File: config.mk
export PLATFORM = sky130hd
export DESIGN_NAME = mac_hdr_parser_flat
export DESIGN_NICKNAME = d
export VERILOG_FILES = /design/src/rtl/mac_hdr_parser_pkg.sv /design/src/rtl/mac_hdr_parser_if.sv /design/src/rtl/mac_hdr_parser_hash_fold.sv /design/src/rtl/mac_hdr_parser.sv /design/src/flat_wrapper.sv
export SDC_FILE = /design/constraint.sdc
export NUM_CORES = 1
export LEC_CHECK = 0
export ABC_AREA = 1
export CORE_MARGIN = 10
export CORE_UTILIZATION = 30
export DETAILED_ROUTE_END_ITERATION = 7
export PLACE_DENSITY = 0.44
export SLEW_MARGIN = 20
export SYNTH_ARGS = -nofsm -noshare
export SYNTH_HDL_FRONTEND = slang
export SYNTH_SLANG_ARGS = --single-unit
File: constraint.sdc
create_clock -name i_clk -period 2.8 [get_ports i_clk]
set_input_delay 0.42 -clock i_clk [delete_from_list [all_inputs] [get_ports i_clk]]
set_output_delay 0.42 -clock i_clk [all_outputs]
set_load 0.02 [all_outputs]
File: src/rtl/mac_hdr_parser_pkg.sv
// Shared constants and FSM encoding for the MAC header parser and its bench.
package mac_hdr_parser_pkg;

    localparam int P_PORT_NUM      = 4;
    localparam int P_MAC_MEM_DEPTH = 1024;
    localparam int MAC_W           = 48;
    localparam int DA_BYTES        = 6;
    localparam int HDR_LAST        = 11;

    typedef enum logic [1:0] {
        sIDLE = 2'd0,
        sHDR  = 2'd1,
        sBODY = 2'd2
    } state_t;

    // I/G bit of the first address byte: set means group (multicast) address.
    function automatic logic is_unicast(input logic [MAC_W-1:0] mac);
        return ~mac[40];
    endfunction

endpackage

File: src/rtl/mac_hdr_parser_if.sv
// Receive byte stream plus lookup strobe / learn req-gnt toward the shared MAC table.
interface mac_hdr_parser_if #(
    parameter int W_I = 10,
    parameter int W_P = 2
);
    logic           i_rx_valid;
    logic [7:0]     i_rx_data;
    logic           i_rx_sop;
    logic           i_rx_eop;
    logic           o_da_valid;
    logic [W_I-1:0] o_MAC_DA;
    logic           o_learn_req;
    logic           i_learn_gnt;
    logic [W_I-1:0] o_MAC_SA;
    logic [W_P-1:0] o_port_num;
    logic [7:0]     o_drop_cnt;

    modport slave (
        input  i_rx_valid, i_rx_data, i_rx_sop, i_rx_eop, i_learn_gnt,
        output o_da_valid, o_MAC_DA, o_learn_req, o_MAC_SA, o_port_num, o_drop_cnt
    );

    modport master (
        output i_rx_valid, i_rx_data, i_rx_sop, i_rx_eop, i_learn_gnt,
        input  o_da_valid, o_MAC_DA, o_learn_req, o_MAC_SA, o_port_num, o_drop_cnt
    );
endinterface

File: src/rtl/mac_hdr_parser_hash_fold.sv
// Combinational 48-bit -> W_I XOR fold; chunks taken from bit 0 up, top chunk zero-padded.
// Zero latency, no flow control.
module mac_hash_fold #(
    parameter int pMAC_MEM_DEPTH = 1024
) (
    input  logic [47:0]                       i_mac,
    output logic [$clog2(pMAC_MEM_DEPTH)-1:0] o_idx
);
    localparam int W_I   = $clog2(pMAC_MEM_DEPTH);
    localparam int N_CH  = (48 + W_I - 1) / W_I;
    localparam int W_PAD = N_CH * W_I;

    logic [W_PAD-1:0] w_pad;

    assign w_pad = W_PAD'(i_mac);

    always_comb begin
        o_idx = '0;
        for (int k = 0; k < N_CH; k++) begin
            o_idx = o_idx ^ w_pad[k*W_I +: W_I];
        end
    end
endmodule

File: src/rtl/mac_hdr_parser.sv
// Per-port DA/SA capture: folded DA lookup pulse and SA learn req/gnt, 1 cycle after byte 11.
// Lookups never stall; a learn colliding with an ungranted pending entry is dropped and counted.
module mac_hdr_parser
    import mac_hdr_parser_pkg::*;
#(
    parameter int pPORT_NUM      = P_PORT_NUM,
    parameter int pMAC_MEM_DEPTH = P_MAC_MEM_DEPTH,
    parameter int pPORT_ID       = 0
) (
    input  logic            i_clk,
    input  logic            i_rst_n,
    mac_hdr_parser_if.slave bus
);
    localparam int W_I = $clog2(pMAC_MEM_DEPTH);
    localparam int W_P = $clog2(pPORT_NUM);

    state_t         r_state;
    logic [3:0]     r_cnt;
    logic [47:0]    r_da;
    logic [39:0]    r_sa;
    logic           r_da_vld;
    logic [W_I-1:0] r_da_idx;
    logic [W_I-1:0] r_sa_idx;
    logic           r_req;
    logic [7:0]     r_drop;

    logic           w_hdr_done;
    logic           w_learn;
    logic [47:0]    w_sa_full;
    logic [W_I-1:0] w_da_idx;
    logic [W_I-1:0] w_sa_idx;

    // SA's last byte is still on the bus when the header completes, so fold it in directly.
    assign w_sa_full  = {r_sa, bus.i_rx_data};
    assign w_hdr_done = bus.i_rx_valid && !bus.i_rx_sop && (r_state == sHDR)
                        && (r_cnt == 4'(HDR_LAST));
    assign w_learn    = w_hdr_done && is_unicast(w_sa_full);

    mac_hash_fold #(.pMAC_MEM_DEPTH(pMAC_MEM_DEPTH)) u_fold_da (
        .i_mac (r_da),
        .o_idx (w_da_idx)
    );

    mac_hash_fold #(.pMAC_MEM_DEPTH(pMAC_MEM_DEPTH)) u_fold_sa (
        .i_mac (w_sa_full),
        .o_idx (w_sa_idx)
    );

    always_ff @(posedge i_clk or negedge i_rst_n) begin
        if (!i_rst_n) begin
            r_state  <= sIDLE;
            r_cnt    <= '0;
            r_da     <= '0;
            r_sa     <= '0;
            r_da_vld <= 1'b0;
            r_da_idx <= '0;
            r_sa_idx <= '0;
            r_req    <= 1'b0;
            r_drop   <= '0;
        end else begin
            r_da_vld <= w_hdr_done;
            if (w_hdr_done) begin
                r_da_idx <= w_da_idx;
            end

            // A same-cycle grant retires the old entry, so the new one may take its place.
            if (w_learn) begin
                if (!r_req || bus.i_learn_gnt) begin
                    r_req    <= 1'b1;
                    r_sa_idx <= w_sa_idx;
                end else if (r_drop != 8'hFF) begin
                    r_drop <= r_drop + 8'd1;
                end
            end else if (r_req && bus.i_learn_gnt) begin
                r_req <= 1'b0;
            end

            if (bus.i_rx_valid && bus.i_rx_sop) begin
                r_da    <= {r_da[39:0], bus.i_rx_data};
                r_cnt   <= 4'd1;
                r_state <= bus.i_rx_eop ? sIDLE : sHDR;
            end else if (bus.i_rx_valid) begin
                case (r_state)
                    sHDR: begin
                        if (r_cnt < 4'(DA_BYTES)) begin
                            r_da <= {r_da[39:0], bus.i_rx_data};
                        end else begin
                            r_sa <= {r_sa[31:0], bus.i_rx_data};
                        end
                        r_cnt <= r_cnt + 4'd1;
                        if (r_cnt == 4'(HDR_LAST)) begin
                            r_state <= bus.i_rx_eop ? sIDLE : sBODY;
                        end else if (bus.i_rx_eop) begin
                            r_state <= sIDLE;
                        end
                    end
                    sBODY: begin
                        if (bus.i_rx_eop) begin
                            r_state <= sIDLE;
                        end
                    end
                    default: ;
                endcase
            end
        end
    end

    assign bus.o_da_valid  = r_da_vld;
    assign bus.o_MAC_DA    = r_da_idx;
    assign bus.o_learn_req = r_req;
    assign bus.o_MAC_SA    = r_sa_idx;
    assign bus.o_port_num  = W_P'(pPORT_ID);
    assign bus.o_drop_cnt  = r_drop;
endmodule

File: src/flat_wrapper.sv
// flat-port wrapper written by rule: the top's interface ports become plain ports
module mac_hdr_parser_flat import mac_hdr_parser_pkg::*;
#(
    parameter int pPORT_NUM      = P_PORT_NUM,
    parameter int pMAC_MEM_DEPTH = P_MAC_MEM_DEPTH,
    parameter int pPORT_ID       = 0
)
  (i_clk, i_rst_n, bus_i_rx_valid, bus_i_rx_data, bus_i_rx_sop, bus_i_rx_eop, bus_i_learn_gnt, bus_o_da_valid, bus_o_MAC_DA, bus_o_learn_req, bus_o_MAC_SA, bus_o_port_num, bus_o_drop_cnt);
  mac_hdr_parser_if #(.W_I(10), .W_P(2)) bus_i ();
  input  logic i_clk;
  input  logic i_rst_n;
  input wire logic [$bits(bus_i.i_rx_valid)-1:0] bus_i_rx_valid;
  input wire logic [$bits(bus_i.i_rx_data)-1:0] bus_i_rx_data;
  input wire logic [$bits(bus_i.i_rx_sop)-1:0] bus_i_rx_sop;
  input wire logic [$bits(bus_i.i_rx_eop)-1:0] bus_i_rx_eop;
  input wire logic [$bits(bus_i.i_learn_gnt)-1:0] bus_i_learn_gnt;
  output wire logic [$bits(bus_i.o_da_valid)-1:0] bus_o_da_valid;
  output wire logic [$bits(bus_i.o_MAC_DA)-1:0] bus_o_MAC_DA;
  output wire logic [$bits(bus_i.o_learn_req)-1:0] bus_o_learn_req;
  output wire logic [$bits(bus_i.o_MAC_SA)-1:0] bus_o_MAC_SA;
  output wire logic [$bits(bus_i.o_port_num)-1:0] bus_o_port_num;
  output wire logic [$bits(bus_i.o_drop_cnt)-1:0] bus_o_drop_cnt;
  assign bus_i.i_rx_valid = bus_i_rx_valid;
  assign bus_i.i_rx_data = bus_i_rx_data;
  assign bus_i.i_rx_sop = bus_i_rx_sop;
  assign bus_i.i_rx_eop = bus_i_rx_eop;
  assign bus_i.i_learn_gnt = bus_i_learn_gnt;
  assign bus_o_da_valid = bus_i.o_da_valid;
  assign bus_o_MAC_DA = bus_i.o_MAC_DA;
  assign bus_o_learn_req = bus_i.o_learn_req;
  assign bus_o_MAC_SA = bus_i.o_MAC_SA;
  assign bus_o_port_num = bus_i.o_port_num;
  assign bus_o_drop_cnt = bus_i.o_drop_cnt;
  mac_hdr_parser #(.pPORT_NUM(pPORT_NUM), .pMAC_MEM_DEPTH(pMAC_MEM_DEPTH), .pPORT_ID(pPORT_ID)) u_core (.i_clk(i_clk), .i_rst_n(i_rst_n), .bus(bus_i));
endmodule
Word-level counts from Yosys, hierarchy flattened
Index checks and enable logic that the tools add are counted.
W data, S select, Z words.

storage, ports and cells
  word-level logic and storage cells = 67
  input bits = 14
  output and inout bits = 32
  flip-flop bits (word level) = 124

operators by class
  magnitude comparators = 1
  reduce and logical (&&, ||, !) cells = 21
  muxes and demuxes = 17
  bitwise logic cells = 12
  add/sub/neg operators = 2
  equality and inequality tests = 5

operators with widths
  operator               number
  $mux W48               4
  $xor A10 B10 Y10       6
  $xor A10 B8 Y10        2
  $mux W4                3
  $mux W2                5
  $add A8 B1 Y8 const B  1
  $ne A8 B8 Y1 const B   1
  $reduce_and A2 Y1      4
  $reduce_bool A2 Y1     4
  $logic_and A1 B1 Y1    6
  $reduce_and A3 Y1      2
  $add A4 B1 Y4 const B  1
  $eq A4 B4 Y1 const B   1
  $lt A4 B3 Y1 const B   1
  $mux W1                4
  $not A1 Y1             4
  $pmux W2 S2            1
  $reduce_and A4 Y1      1
  $reduce_bool A3 Y1     1
  $eq A2 B1 Y1 const B   1
  $eq A2 B2 Y1 const B   1
  $logic_not A1 Y1       2
  $ne A2 B2 Y1 const B   1
  $logic_or A1 B1 Y1     1

Longest topological paths before layout
  depth after elaboration = 7
  depth in mapped cells = 9
  gate-level depth less buffers = 9

Cells and area by module
From an unflattened synthesis, not the netlist that was laid out.

second synthesis, totals
  cells, all modules = 785
  area, all modules = 6077.1 um^2

by module, submodules not included
  module          area an instance (um^2)  sequential area each (um^2)  times used  cells each
  mac_hdr_parser  4971.0                   3103.0                       1           549
  mac_hash_fold   553.0                    0.0                          2           118

Worst setup path before layout
No wires, ideal clock.

  path type = register -> register
  start point = register u_core.r_drop[0] (netlist: u_core.bus.o_drop_cnt[0])
  end point = register u_core.r_drop[3] (netlist: u_core.bus.o_drop_cnt[3])
  arrival = 1.326 ns
  library setup time = 0.127 ns
  stages on the path, launching flop included = 10
  slack = 1.347 ns
  clock period less this slack = 1.453 ns
  path buffers = 1
  data required time = 2.673 ns
  cells stage by stage = dfrtp_1 -> ha_1 -> nand2_1 -> nor2_1 -> nand2_1 -> nand2_1 -> nor2_1 -> buf_4 -> nand2_1 -> o21ai_0

on the way
  cells in the longest elaborated chain, start to end = 2
  elaborated cells between the ends (all ways) = 3
  classes of those cells = add/sub (1); eq/ne (1); reduce/logical (1)

RTL lines
  what                                                   RTL line              text
  start: declaration                                     mac_hdr_parser.sv:25  logic [7:0] r_drop;
  start signal: assignment                               mac_hdr_parser.sv:72  r_drop <= r_drop + 8'd1;
  branches (longest 2 deep; another with $add A8 B1 Y8)  --

Several ways; the timed one is not identified.
A chain may end at the register's enable or synchronous reset.

Worst setup path after layout
  start point = register u_core.r_drop[5] (netlist: u_core.bus.o_drop_cnt[5])
  end point = output bus_o_drop_cnt[5]

RTL lines
  what              RTL line            text
  end: declaration  flat_wrapper.sv:22  output wire logic [$bits(bus_i.o_drop_cnt)-1:0] bus_o_drop_cnt;

No word-level cell between the ends.

==> impl_metrics.csv <==
group,metric,value,unit
status,status,"completed",
drt,first_pass_iters,5,
clock_tree,htreeDepth,4,
timing,hold_violations,0,
drt,ant_nets,0,
clock_tree,post_cts_resized,0,
clock_tree,cts.sinks,124,
place,hpwl,9.38,mm
layout,fin_area,0.00716,sq mm
grt,grt_overflow_total,0,
grt,first_global_vias,4531,
yosys,synth.most_common_cell,"nand2_1",
yosys,avgSynthCellArea,7.91,sq um
hold_path,holdCritPathClass,"in -> async",
yosys,synth_enable_flop_cells,0,
yosys,synth_flop_cell,"dfrtp_1",
critical_path,startpoint_type,"flop",
critical_path,arrival,1540,ps
floorplan,ios,46,
grt,grt_max_degree,63,
floorplan,dieArea,0.0256,sq mm
clock_tree,cts_buffers,17,
floorplan,fp.coreArea,0.0194,sq mm
place,place_ws,576,ps
critical_path,cp_max_fo,7,
yosys,ys_seq_elements,124,
drt,wl,13.2,mm
critical_path,slowest_delay,660,ps
layout,drive_gt1_share,6.09,%
clock_tree,clk_latency,410,ps
place,dpl_cell_area,0.00662,sq mm
clock_tree,ctsHoldBuffers,0,
floorplan,initial_core_util,30.4,%
yosys,ys_warn_count,0,
drt,drt_iter0_markers,286,
clock_tree,cts_setup_buffers,0,
layout,final_nets,809,
drt,vias_per_cell,4.32,
place,numPortBuffers,43,
yosys,synth.distinct_cells,23,
yosys,yosys.area.top_type,"dfrtp_1",
drt,vias,4614,
critical_path,crit_chain,"clkdlybuf4s50_1",
power_and_ir_drop,max-vdd-ir-drop,0.463,mV
floorplan,rows,51,
yosys,ys_top_cells_by_area,"dfrtp_1 (53%), nand2_1 (18%), inv_1 (5.6%), nand3_1 (5.5%), o21ai_0 (3.1%)",
power_and_ir_drop,clock_power_share,33.6,%
layout,fillers,2055,
power_and_ir_drop,power.density,846,mW/mm^2
critical_path,end_kind,"output pin",
timing,period_share,69.9,%
grt,grtUsageTotal,10.7,%
place,gp_congestion,0.785,
floorplan,die_w,160,um
yosys,syn_inst,745,
grt,antenna_found_initial,0,
yosys,synthTopCellsByCount,"nand2_1 (275), dfrtp_1 (124), inv_1 (88), nand3_1 (65), nor2_1 (38)",
timing,setup_viol,0,
power_and_ir_drop,intPower,4070,uW
critical_path,path_class,"reg -> out",
critical_path,crit_family,"buffers and inverters",
drt,wl_per_cell,12.4,um
layout,synthToLayoutAreaGrowth,21.6,%
timing,rsz0062_at_grt,"no",
clock_tree,cts_root_buf,"clkbuf_16",
timing,period_minus_slack,1960,ps
critical_path,crit_slowest_cell,"clkdlybuf4s50_1",
yosys,seq_area_frac_synth,52.7,%
timing,skew,8.52,ps
power_and_ir_drop,power_frac_seq,41.8,%
layout,diodes,0,
grt,grt_pass1_wl,22.7,mm
timing,max-slew-margin-rel,57.8,%
place,place_inst,1039,
timing,tightest_slew,634,ps
power_and_ir_drop,p_sw,1990,uW
timing,max_freq,511,MHz
power_and_ir_drop,comb_power_share,24.6,%
clock_tree,cts_buffer_depth,2,
clock_tree,cts_tree,"done",
yosys,netlist_area,0.00589,sq mm
critical_path,critPathBufInv,1,
yosys,synthArstFlopShare,100,%
drt,drc,0,
power_and_ir_drop,switching_share,32.8,%
job,maxCapViolations,0,
timing,finalMaxSlewViolations,0,
yosys,synth.top_cell.area_share,52.7,%
timing,fin_tns_setup,0,ps
layout,fin_cells,1069,
floorplan,die_h,160,um
clock_tree,path_clk_slew,50,ps
critical_path,critPathRequiredTime,2380,ps
timing,layout_setup_ws,843,ps
power_and_ir_drop,leakagePower,0.00372,uW
==> cell type report <==
class / instances / area [sq um] / share of cell area (%)
Sequential cell: 124 / 3100 / 43.3
Timing Repair Buffer: 52 / 533 / 7.44
Clock buffer: 22 / 474 / 6.62
Clock inverter: 8 / 68.8 / 0.961
Inverter: 88 / 330 / 4.61
Multi-Input combinational cell: 510 / 2320 / 32.4
Tap cell: 265 / 332 / 4.63
==> state kept, by name, indices dropped and copies added (netlist names) <==
| name | count |
|---|---|
| u_core.r_cnt | 4 |
| u_core.r_sa | 40 |
| u_core.r_state | 2 |
| u_core.bus.o_drop_cnt | 8 |
| u_core.bus.o_da_valid | 1 |
| u_core.r_da | 48 |
| u_core.bus.o_MAC_SA | 10 |
| u_core.bus.o_MAC_DA | 10 |
| u_core.bus.o_learn_req | 1 |
==> routing by layer <==
metal | GRT usage (%) | wire (um)
met5 | 0 | 0
met4 | 4.47 | 132
met3 | 2.90 | 407
met2 | 16.5 | 6100
met1 | 13.9 | 6570
==> power by group through the flow <==
stage                     logic, uW  clock network (uW)  registers [uW]
after floorplan                1210                   0            2470
after detailed placement       1510                   0            2560
after CTS                      1520                2100            2530
after global routing           1790                2180            2600
after global placement         1490                   0            2550
final                          1490                2030            2530
==> layout by cell type (no fill, tap or decap), types with 3 or more instances in the layout <==
master,synthesis,routed
dfrtp_1,124,124
nand4_1,5,5
xor2_1,7,7
or2_2,4,4
o21ai_0,37,37
nand3_1,65,65
nand2_2,4,4
xnor2_1,19,19
nand2_1,275,275
clkdlybuf4s50_1,0,42
nor2_1,38,38
buf_4,3,7
a21oi_1,25,25
buf_12,0,3
inv_1,88,88
o21ai_1,16,16
clkbuf_16,0,17
clkinv_2,0,6
clkbuf_8,0,3
nand3b_1,8,8
==> cell families (layout without fill, tap and decap cells) <==
group | after synthesis | in the layout | share of synthesized area (%)
and+or+nand+nor | 402 | 402 | 28.3
adders and majority gates | 2 | 2 | 0.425
DFF | 124 | 124 | 52.7
buffers and inverters | 112 | 170 | 7.99
other | 1 | 2 | 0.0637
AOI/OAI and AO/OA | 78 | 78 | 6.63
xor gates and xnor gates | 26 | 26 | 3.87
==> path summary, 6_finish.rpt <==
| check | startpoint | depth (start not counted) | end | slack (ps) |
|---|---|---|---|---|
| max reg2reg | u_core.r_cnt[1]$_DFFE_PN0P_ | 6 | u_core.bus.o_MAC_SA[0]$_DFFE_PN0P_ | 930 |
| min | i_rst_n | 1 | u_core.bus.o_MAC_DA[4]$_DFFE_PN0P_ | 20 |
| max in group asynchronous | i_rst_n | 2 | u_core.bus.o_MAC_SA[9]$_DFFE_PN0P_ | 2100 |
| max | u_core.bus.o_drop_cnt[5]$_DFFE_PN0P_ | 1 | bus_o_drop_cnt[5] | 840 |
| min reg2reg | u_core.bus.o_MAC_DA[7]$_DFFE_PN0P_ | 2 | u_core.bus.o_MAC_DA[7]$_DFFE_PN0P_ | 470 |
| min in group i_clk | u_core.bus.o_MAC_DA[7]$_DFFE_PN0P_ | 2 | u_core.bus.o_MAC_DA[7]$_DFFE_PN0P_ | 470 |
==> through the flow <==
step,hold slack (ps),utilization (%),power (uW)
floorplan,124,-,3680
global placement,464,34.1,4040
detailed placement,464,34.1,4070
CTS,50.4,36.9,6160
global route,74.7,36.9,6570
finish,21.3,36.9,6060
Note: power is estimated with default switching activity, not from simulation.
